`config.mk`:
```
export PLATFORM = sky130hd
export DESIGN_NAME = mips_mc_ctrl
export DESIGN_NICKNAME = d
export VERILOG_FILES = /design/src/rtl/mips_mc_ctrl.sv
export SDC_FILE = /design/constraint.sdc
export NUM_CORES = 1
export LEC_CHECK = 0
export ABC_CLOCK_PERIOD_IN_PS = 2480
export BUFFER_PORTS_ARGS = -buffer_cell sky130_fd_sc_hd__buf_2
export CAP_MARGIN = 20
export CORE_ASPECT_RATIO = 0.9
export CORE_MARGIN = 3
export CORE_UTILIZATION = 40
export DETAILED_ROUTE_END_ITERATION = 12
export PLACE_DENSITY = 0.65
export SLEW_MARGIN = 25
export SYNTH_ARGS = -nofsm -noshare
export SYNTH_HDL_FRONTEND = slang
export SYNTH_SLANG_ARGS = --single-unit
export TNS_END_PERCENT = 10
```
`constraint.sdc`:
```
create_clock -name clk -period 2.48 [get_ports clk]
set_clock_uncertainty 0.1 [all_clocks]
set_input_delay 0.248 -clock clk [delete_from_list [all_inputs] [get_ports clk]]
set_output_delay 0.248 -clock clk [all_outputs]
set_load 0.01 [all_outputs]
```
`src/rtl/mips_mc_ctrl.sv`:
```
// Multi-cycle sequencing controller for the MIPS core.
// Steps one shared memory port, the register file and the ALU through
// fetch / decode / execute / memory / writeback, one phase per clock.
// Illegal opcodes and memory wait timeouts park the core in a sticky trap.
module mips_mc_ctrl #(
    parameter int WAIT_LIMIT = 255,
    parameter int RETIRE_W   = 32
) (
    input  logic                clk,
    input  logic                rst,
    input  logic [5:0]          opcode,
    input  logic [5:0]          funct,
    input  logic                zero,
    input  logic                mem_ready,
    output logic                mem_req,
    output logic                mem_we,
    output logic                iord,
    output logic                ir_write,
    output logic                pc_write,
    output logic [1:0]          pc_source,
    output logic                alu_src_a,
    output logic [1:0]          alu_src_b,
    output logic [5:0]          alu_control,
    output logic                reg_write,
    output logic                reg_dst,
    output logic                mem_to_reg,
    output logic                instr_done,
    output logic [RETIRE_W-1:0] retired,
    output logic                trap,
    output logic [1:0]          trap_cause
);

    localparam logic [5:0] OP_RTYPE = 6'b000000;
    localparam logic [5:0] OP_ADDI  = 6'b001000;
    localparam logic [5:0] OP_J     = 6'b000010;
    localparam logic [5:0] OP_LW    = 6'b100011;
    localparam logic [5:0] OP_SW    = 6'b101011;
    localparam logic [5:0] OP_BEQ   = 6'b000100;

    localparam logic [5:0] ALU_ADD  = 6'b100000;
    localparam logic [5:0] ALU_SUB  = 6'b100010;

    localparam logic [1:0] CAUSE_ILLEGAL = 2'd1;
    localparam logic [1:0] CAUSE_TIMEOUT = 2'd2;

    // Last wait count before a still-low mem_ready becomes a bus timeout.
    localparam logic [7:0] WAIT_LAST = 8'(WAIT_LIMIT - 1);

    typedef enum logic [3:0] {
        S_FETCH, S_DECODE, S_EXEC_R, S_WB_R, S_EXEC_I, S_WB_I,
        S_MEM_ADDR, S_MEM_RD, S_WB_MEM, S_MEM_WR, S_BRANCH, S_JUMP, S_TRAP
    } state_t;

    state_t                state;
    logic [7:0]            wait_cnt;
    logic [RETIRE_W-1:0]   retired_q;
    logic                  trap_q;
    logic [1:0]            cause_q;

    logic                  mem_phase;
    logic                  timeout;
    logic                  done;

    assign mem_phase = (state == S_FETCH) || (state == S_MEM_RD) || (state == S_MEM_WR);
    assign timeout   = mem_phase && !mem_ready && (wait_cnt == WAIT_LAST);

    // Sequencer: state, wait counter, retire counter and sticky trap.
    always_ff @(posedge clk) begin
        if (rst) begin
            state     <= S_FETCH;
            wait_cnt  <= '0;
            retired_q <= '0;
            trap_q    <= 1'b0;
            cause_q   <= '0;
        end else begin
            // Counter only survives consecutive stalled cycles, so every
            // memory phase is entered with a zero count.
            wait_cnt <= (mem_phase && !mem_ready && !timeout) ? wait_cnt + 8'd1 : '0;
            if (done)
                retired_q <= retired_q + RETIRE_W'(1);
            if (timeout) begin
                state   <= S_TRAP;
                trap_q  <= 1'b1;
                cause_q <= CAUSE_TIMEOUT;
            end else begin
                case (state)
                    S_FETCH:    if (mem_ready) state <= S_DECODE;
                    S_DECODE: begin
                        case (opcode)
                            OP_RTYPE:     state <= S_EXEC_R;
                            OP_ADDI:      state <= S_EXEC_I;
                            OP_LW, OP_SW: state <= S_MEM_ADDR;
                            OP_BEQ:       state <= S_BRANCH;
                            OP_J:         state <= S_JUMP;
                            default: begin
                                state   <= S_TRAP;
                                trap_q  <= 1'b1;
                                cause_q <= CAUSE_ILLEGAL;
                            end
                        endcase
                    end
                    S_EXEC_R:   state <= S_WB_R;
                    S_EXEC_I:   state <= S_WB_I;
                    S_MEM_ADDR: state <= (opcode == OP_SW) ? S_MEM_WR : S_MEM_RD;
                    S_MEM_RD:   if (mem_ready) state <= S_WB_MEM;
                    S_MEM_WR:   if (mem_ready) state <= S_FETCH;
                    S_WB_R, S_WB_I, S_WB_MEM, S_BRANCH, S_JUMP:
                                state <= S_FETCH;
                    S_TRAP:     state <= S_TRAP;
                    default:    state <= S_FETCH;
                endcase
            end
        end
    end

    // Control decode from the current state; reset blanks every output.
    always_comb begin
        mem_req     = 1'b0;
        mem_we      = 1'b0;
        iord        = 1'b0;
        ir_write    = 1'b0;
        pc_write    = 1'b0;
        pc_source   = 2'd0;
        alu_src_a   = 1'b0;
        alu_src_b   = 2'd0;
        alu_control = ALU_ADD;
        reg_write   = 1'b0;
        reg_dst     = 1'b0;
        mem_to_reg  = 1'b0;
        done        = 1'b0;
        case (state)
            S_FETCH: begin
                mem_req   = 1'b1;
                alu_src_b = 2'd1;
                ir_write  = mem_ready;
                pc_write  = mem_ready;
            end
            S_DECODE:   alu_src_b = 2'd3;
            S_EXEC_R: begin
                alu_src_a   = 1'b1;
                alu_control = funct;
            end
            S_WB_R: begin
                reg_write = 1'b1;
                reg_dst   = 1'b1;
                done      = 1'b1;
            end
            S_EXEC_I, S_MEM_ADDR: begin
                alu_src_a = 1'b1;
                alu_src_b = 2'd2;
            end
            S_WB_I: begin
                reg_write = 1'b1;
                done      = 1'b1;
            end
            S_MEM_RD: begin
                mem_req = 1'b1;
                iord    = 1'b1;
            end
            S_WB_MEM: begin
                reg_write  = 1'b1;
                mem_to_reg = 1'b1;
                done       = 1'b1;
            end
            S_MEM_WR: begin
                mem_req = 1'b1;
                mem_we  = 1'b1;
                iord    = 1'b1;
                done    = mem_ready;
            end
            S_BRANCH: begin
                alu_src_a   = 1'b1;
                alu_control = ALU_SUB;
                pc_source   = 2'd1;
                pc_write    = zero;
                done        = 1'b1;
            end
            S_JUMP: begin
                pc_source = 2'd2;
                pc_write  = 1'b1;
                done      = 1'b1;
            end
            default: ;
        endcase
        instr_done = done;
        retired    = retired_q;
        trap       = trap_q;
        trap_cause = cause_q;
        if (rst) begin
            mem_req     = 1'b0;
            mem_we      = 1'b0;
            iord        = 1'b0;
            ir_write    = 1'b0;
            pc_write    = 1'b0;
            pc_source   = 2'd0;
            alu_src_a   = 1'b0;
            alu_src_b   = 2'd0;
            alu_control = 6'd0;
            reg_write   = 1'b0;
            reg_dst     = 1'b0;
            mem_to_reg  = 1'b0;
            instr_done  = 1'b0;
            retired     = '0;
            trap        = 1'b0;
            trap_cause  = 2'd0;
        end
    end

endmodule

```
==> reports/qor.csv, run 1 <==
metric,value,unit
outcome,completed,
pin count of the biggest net entering global routing,48,
port bufs,70,
clock buffer depth,2,
FP Rows,29,
Mapped Area,0.00295,mm^2
TritonRoute pass-1 iters,4,
first-pass GRT wire length,11400,um
maximum clock frequency,451,MHz
H-Tree Depth,2,
starting density of the core,41.5,%
hpwl dp,5140,um
routed length per placed instance,13.0,um
Final Max Slew Viols,0,
Worst-Skew Late Latency,0.31,ns
DRC Markers,0,
clk root buf,clkbuf_8,
Arrival @ worst endpoint,2.31,ns
Die Wd,96.5,um
post-DR vias/cell,5.38,
fin crit period,2.22,ns
crit path launch type,flop,
Core Area,0.00711,mm^2
Final GP Congestion,0.788,
share of cells above drive strength 1,25.3,%
initial antenna violation count,0,
Clock transition at path regs,0.10,ns
Leak Pwr,1.42,nW
Max IR drop VDD,245,uV
vias post-DR,2881,
P per Cell Area,613,mW/mm^2
Synth Register Bits,47,
RSZ-0062 raised after global routing,no,
worst-path fanout max,10,
DRT antenna net count,0,
placed instance area,0.00341,mm^2
synth warn,0,
final worst path period share,89.5,%
CTS Sinks,47,
reg2reg setup slack,0.26,ns
Post-synth EDFFs,0,
Total Routing Usage GR,16.6,%
n_diodes,0,
Final setup violation count,0,
CTS buffer count,5,
Final Cell Area,0.00350,mm^2
Setup TNS Final,0,ns
Die Y,87.5,um
Syn-to-layout area delta,18.6,%
total grt overflow,0,
"Distinct cells, synth",53,
Slew @ Worst Pin,0.603,ns
WS Path Type,reg2reg,
Mapped Cells,378,
CP Capture Type,flop,
Nets,461,
die footprint,0.00845,mm^2
"commonest non-fill, non-tap cell in the layout",buf_2,
DRT iter0 DRCs,103,
post-synthesis sequential area ratio,31.9,%
CTS tree,yes,
final wirelength,6990,um
fill count,724,
top_reg_cell synth,dfxtp_1,
ys async rst share,0,%
hold crit path type,in2reg,
number of global-route vias before repair,2538,
Synth Net Count,397,
Final Hold Fails,0,
IO Pins,71,
"Req. time, crit path",2.57,ns
Max Cap Violations,0,
Synth Area per Inst,7.81,um^2
Worst slew margin,59.5,%
"commonest cells after routing, fill and taps aside","70 x buf_2, 49 x nor2_1, 47 x dfxtp_1",
-- what timing repair did --
| item | in CTS | in global routing |
|---|---|---|
| hold buffers | 0 | 0 |
| buffers inserted | 0 | 0 |
| gates resized for setup | 0 | 1 |
| setup endpoints to repair | 0 | 5 |
-- report_power, final --
group | internal (W) | switching, W
logic | 0.000337 | 0.000479
registers | 0.000805 | 0.0000606
clock network | 0.000197 | 0.000269
-- critical path, stage by stage (launching register included) --
cell,delay [ns]
dfxtp_1,0.48
nand4_4,0.20
nor4_4,0.63
nand3_1,0.15
nor3_1,0.20
mux2_1,0.34
-- per-stage QoR --
step                      instances  total power (W)  worst slack (ns)  utilization [%]  hold WS (ns)
final                           536          0.00215             0.261             49.2         0.211
after global routing            536          0.00228            0.0858             49.2         0.222
after CTS                       536          0.00216             0.115             49.1         0.205
after detailed placement        528          0.00170             0.325             47.9         0.371
after global placement          528          0.00168             0.409             47.9         0.358
after floorplan                 378          0.00147             0.624                -         0.326
-- per-layer routing --
metal  part of all wire, %  vias to the layer above  GRT usage, %
met5                     0                        -             0
met4                  0.84                        0          4.20
met3                   5.4                        7          3.03
met2                    45                       66          26.3
met1                    48                     1337          23.2
li1                      -                     1471             -
-- state kept, by name, indices dropped and copies added (netlist names) --
register   count
wait_cnt       8
retired_q     32
cause_q        2
trap_q         1
state          4
-- layout make-up --
class	count	area, um^2	area share (%)
sequential	47	941	26.9
inverter	7	26.3	0.751
multi-input combinational	301	1890	54.0
tap	93	116	3.32
timing repair buffer	80	438	12.5
clock buffer	5	68.8	1.97
clock inverter	3	20.0	0.572
-- cells by family (layout without fill, tap and decap cells) --
| kind of cell | Yosys count | after routing | synth area share, % |
|---|---|---|---|
| and+or+nand+nor | 218 | 218 | 41.6 |
| AOI/OAI and AO/OA | 53 | 53 | 11.4 |
| DFF | 47 | 47 | 31.9 |
| buffers and inverters | 30 | 95 | 4.28 |
| muxes | 19 | 19 | 7.12 |
| xor gates and xnor gates | 8 | 8 | 2.37 |
| adders and majority gates | 3 | 3 | 1.27 |
-- path summary, 6_finish.rpt --
path | startpoint | to | cells after the start
worst max-delay path | retired_q[3] | retired_q[26] | 5
worst min register to register | wait_cnt[0] | wait_cnt[0] | 1
worst max register to register | retired_q[3] | retired_q[26] | 5
worst min-delay path | mem_ready | state[0] | 4
-- cell usage after synthesis (all sizes together) (2+ instances only) --
master / n / share of area, %
nand3: 21 / 3.9
buf: 12 / 2.0
and3b: 3 / 0.89
o22ai: 3 / 0.64
o31ai: 7 / 1.8
a21oi: 21 / 3.6
mux2i: 3 / 1.0
ha: 3 / 1.3
o21ai: 10 / 1.7
inv: 7 / 0.89
nor2b: 38 / 8.1
xor2: 5 / 1.5
nor3: 23 / 4.4
nor2: 49 / 6.2
clkbuf: 11 / 1.4
and2: 7 / 1.5
dfxtp: 47 / 32
nand2b: 8 / 1.7
a31oi: 3 / 1.1
or3: 8 / 1.7
nand2: 26 / 3.3
nand4: 9 / 2.6
nor4: 10 / 2.8
a21o: 2 / 0.51
mux2: 16 / 6.1
xnor2: 3 / 0.89
or4: 8 / 2.2
No activity file was read; power rests on OpenSTA's default activity.
==> run 2, diff against run 1 <==
--- a/config.mk
+++ b/config.mk
@@ -12,7 +12,6 @@
 export CORE_MARGIN = 3
 export CORE_UTILIZATION = 40
 export DETAILED_ROUTE_END_ITERATION = 12
-export PLACE_DENSITY = 0.65
 export SLEW_MARGIN = 25
 export SYNTH_ARGS = -nofsm -noshare
 export SYNTH_HDL_FRONTEND = slang
==> reports/qor.csv, run 2 (same netlist as run 1, synthesis figures left out) <==
metric,value,unit,change
Nets,466,,was 461
DRT iter0 DRCs,134,,was 103
Setup TNS Final,0,ns,unchanged
"Req. time, crit path",2.13,ns,was 2.57 ns
IO Pins,71,,unchanged
Arrival @ worst endpoint,1.87,ns,was 2.31 ns
Die Wd,96.5,um,unchanged
Clock transition at path regs,0.08,ns,was 0.10 ns
"commonest cells after routing, fill and taps aside","70 x buf_2, 49 x nor2_1, 47 x dfxtp_1",,unchanged
Worst Hold Slack,0.235,ns,was 0.211 ns
crit path launch type,flop,,unchanged
Max Cap Violations,0,,unchanged
Final GP Congestion,0.787,,was 0.788
post_cts resized,0,,unchanged
number of global-route vias before repair,2538,,unchanged
TritonRoute pass-1 iters,4,,unchanged
first-pass GRT wire length,11500,um,was 11400 um
routed length per placed instance,13.0,um,about the same
outcome,completed,,unchanged
Largest regs,"retired_q x32, wait_cnt x8, state x4",,unchanged
port bufs,70,,unchanged
CTS Sinks,47,,unchanged
Core Area,0.00711,mm^2,unchanged
total grt overflow,0,,unchanged
Final Max Slew Viols,0,,unchanged
DRT antenna net count,0,,unchanged
Die Y,87.5,um,unchanged
WS Path Type,reg2out,,was reg2reg
vias post-DR,2828,,was 2881
Max IR drop VDD,262,uV,was 245 uV
FP Rows,29,,unchanged
Storage cell area,941,um^2,unchanged
Worst slew margin,62.2,%,was 59.5%
Final Hold Fails,0,,unchanged
Final setup violation count,0,,unchanged
Total Routing Usage GR,16.8,%,was 16.6%
post-DR vias/cell,5.24,,was 5.38
setup repair bufs after CTS,0,,unchanged
Largest register FFs,32,,unchanged
DRC Markers,0,,unchanged
n_diodes,0,,unchanged
clk root buf,clkbuf_8,,unchanged
CP Capture Type,output port,,was flop
hold crit path type,in2reg,,unchanged
Largest Register,retired_q,,unchanged
starting density of the core,41.5,%,unchanged
maximum clock frequency,451,MHz,about the same
fin crit period,2.22,ns,about the same
share of cells above drive strength 1,25.7,%,was 25.3%
fill count,725,,was 724
initial antenna violation count,0,,unchanged
Multi-input gate area,0.00189,mm^2,unchanged
Worst-Skew Late Latency,0.29,ns,was 0.31 ns
pin count of the biggest net entering global routing,32,,was 48
worst-path fanout max,11,,was 10
die footprint,0.00845,mm^2,unchanged
"commonest non-fill, non-tap cell in the layout",buf_2,,unchanged
hpwl dp,5210,um,was 5140 um
H-Tree Depth,2,,unchanged
clock buffer depth,2,,unchanged
Leak Pwr,1.46,nW,was 1.42 nW
Syn-to-layout area delta,20.3,%,was 18.6%
Slew @ Worst Pin,0.563,ns,was 0.603 ns
CTS buffer count,5,,unchanged
CTS tree,yes,,unchanged
final wirelength,7000,um,was 6990 um
final worst path period share,89.4,%,was 89.5%
CTS Hold Bufs,0,,unchanged
RSZ-0062 raised after global routing,no,,unchanged
P per Cell Area,639,mW/mm^2,was 613 mW/mm^2
## run 2: cell types whose count changed in the layout (fill, tap and decap cells not counted)
cell        previous run  this run
clkbuf_1               0         1
buf_4                  9        14
bufinv_16              0         1
clkinv_2               1         0
clkinvlp_4             2         0
## run 2: power by group
group,switching (W),internal [W],leakage (nW)
Clock,0.000248,0.000296,0.0513
Sequential,0.0000516,0.000805,0.380
Combinational,0.000492,0.000379,1.02
Total,0.000791,0.00148,1.46
## run 2: layout make-up
| class | instances | area share [%] |
|---|---|---|
| sequential | 47 | 26.5 |
| clock buffer | 6 | 2.04 |
| clock inverter | 1 | 0.845 |
| timing repair buffer | 85 | 13.4 |
| inverter | 7 | 0.740 |
| multi-input combinational | 301 | 53.2 |
| tap | 93 | 3.28 |
## run 2: metrics by stage
step                      setup WS, ns  std cells  util [%]  power [W]  cell area (um^2)
final                            0.262        540      49.9    0.00227              3550
after global routing            0.0834        540      49.9    0.00242              3550
after CTS                        0.113        540      49.9    0.00230              3550
after detailed placement         0.378        533      48.4    0.00174              3440
after global placement           0.404        533      48.4    0.00173              3440
after floorplan                  0.624        378         -    0.00147              2950
## run 2: per-layer routing
layer | global-route usage (%) | routed length [um] | vias to the layer above
met3 | 3.20 | 305 | 4
met4 | 4.33 | 57 | 0
met1 | 23.5 | 3540 | 1297
met5 | 0 | 0 | -
li1 | - | - | 1481
met2 | 26.5 | 3090 | 46
## run 2: path summary, 6_finish.rpt
kind,to,from,slack [ns],depth (start not counted)
hold reg to reg,cause_q[1],cause_q[1],0.37,2
setup / recovery,instr_done,state[0],0.26,6
setup reg to reg,retired_q[21],retired_q[3],0.36,5
hold / removal,state[0],mem_ready,0.24,4
## run 2: critical path, stage by stage (launching register included)
cell and delay [ns]:
dfxtp_1 0.40, nand2b_1 0.08, a22oi_1 0.14, o32a_1 0.51, buf_4 0.27, nor2_1 0.05, buf_2 0.14
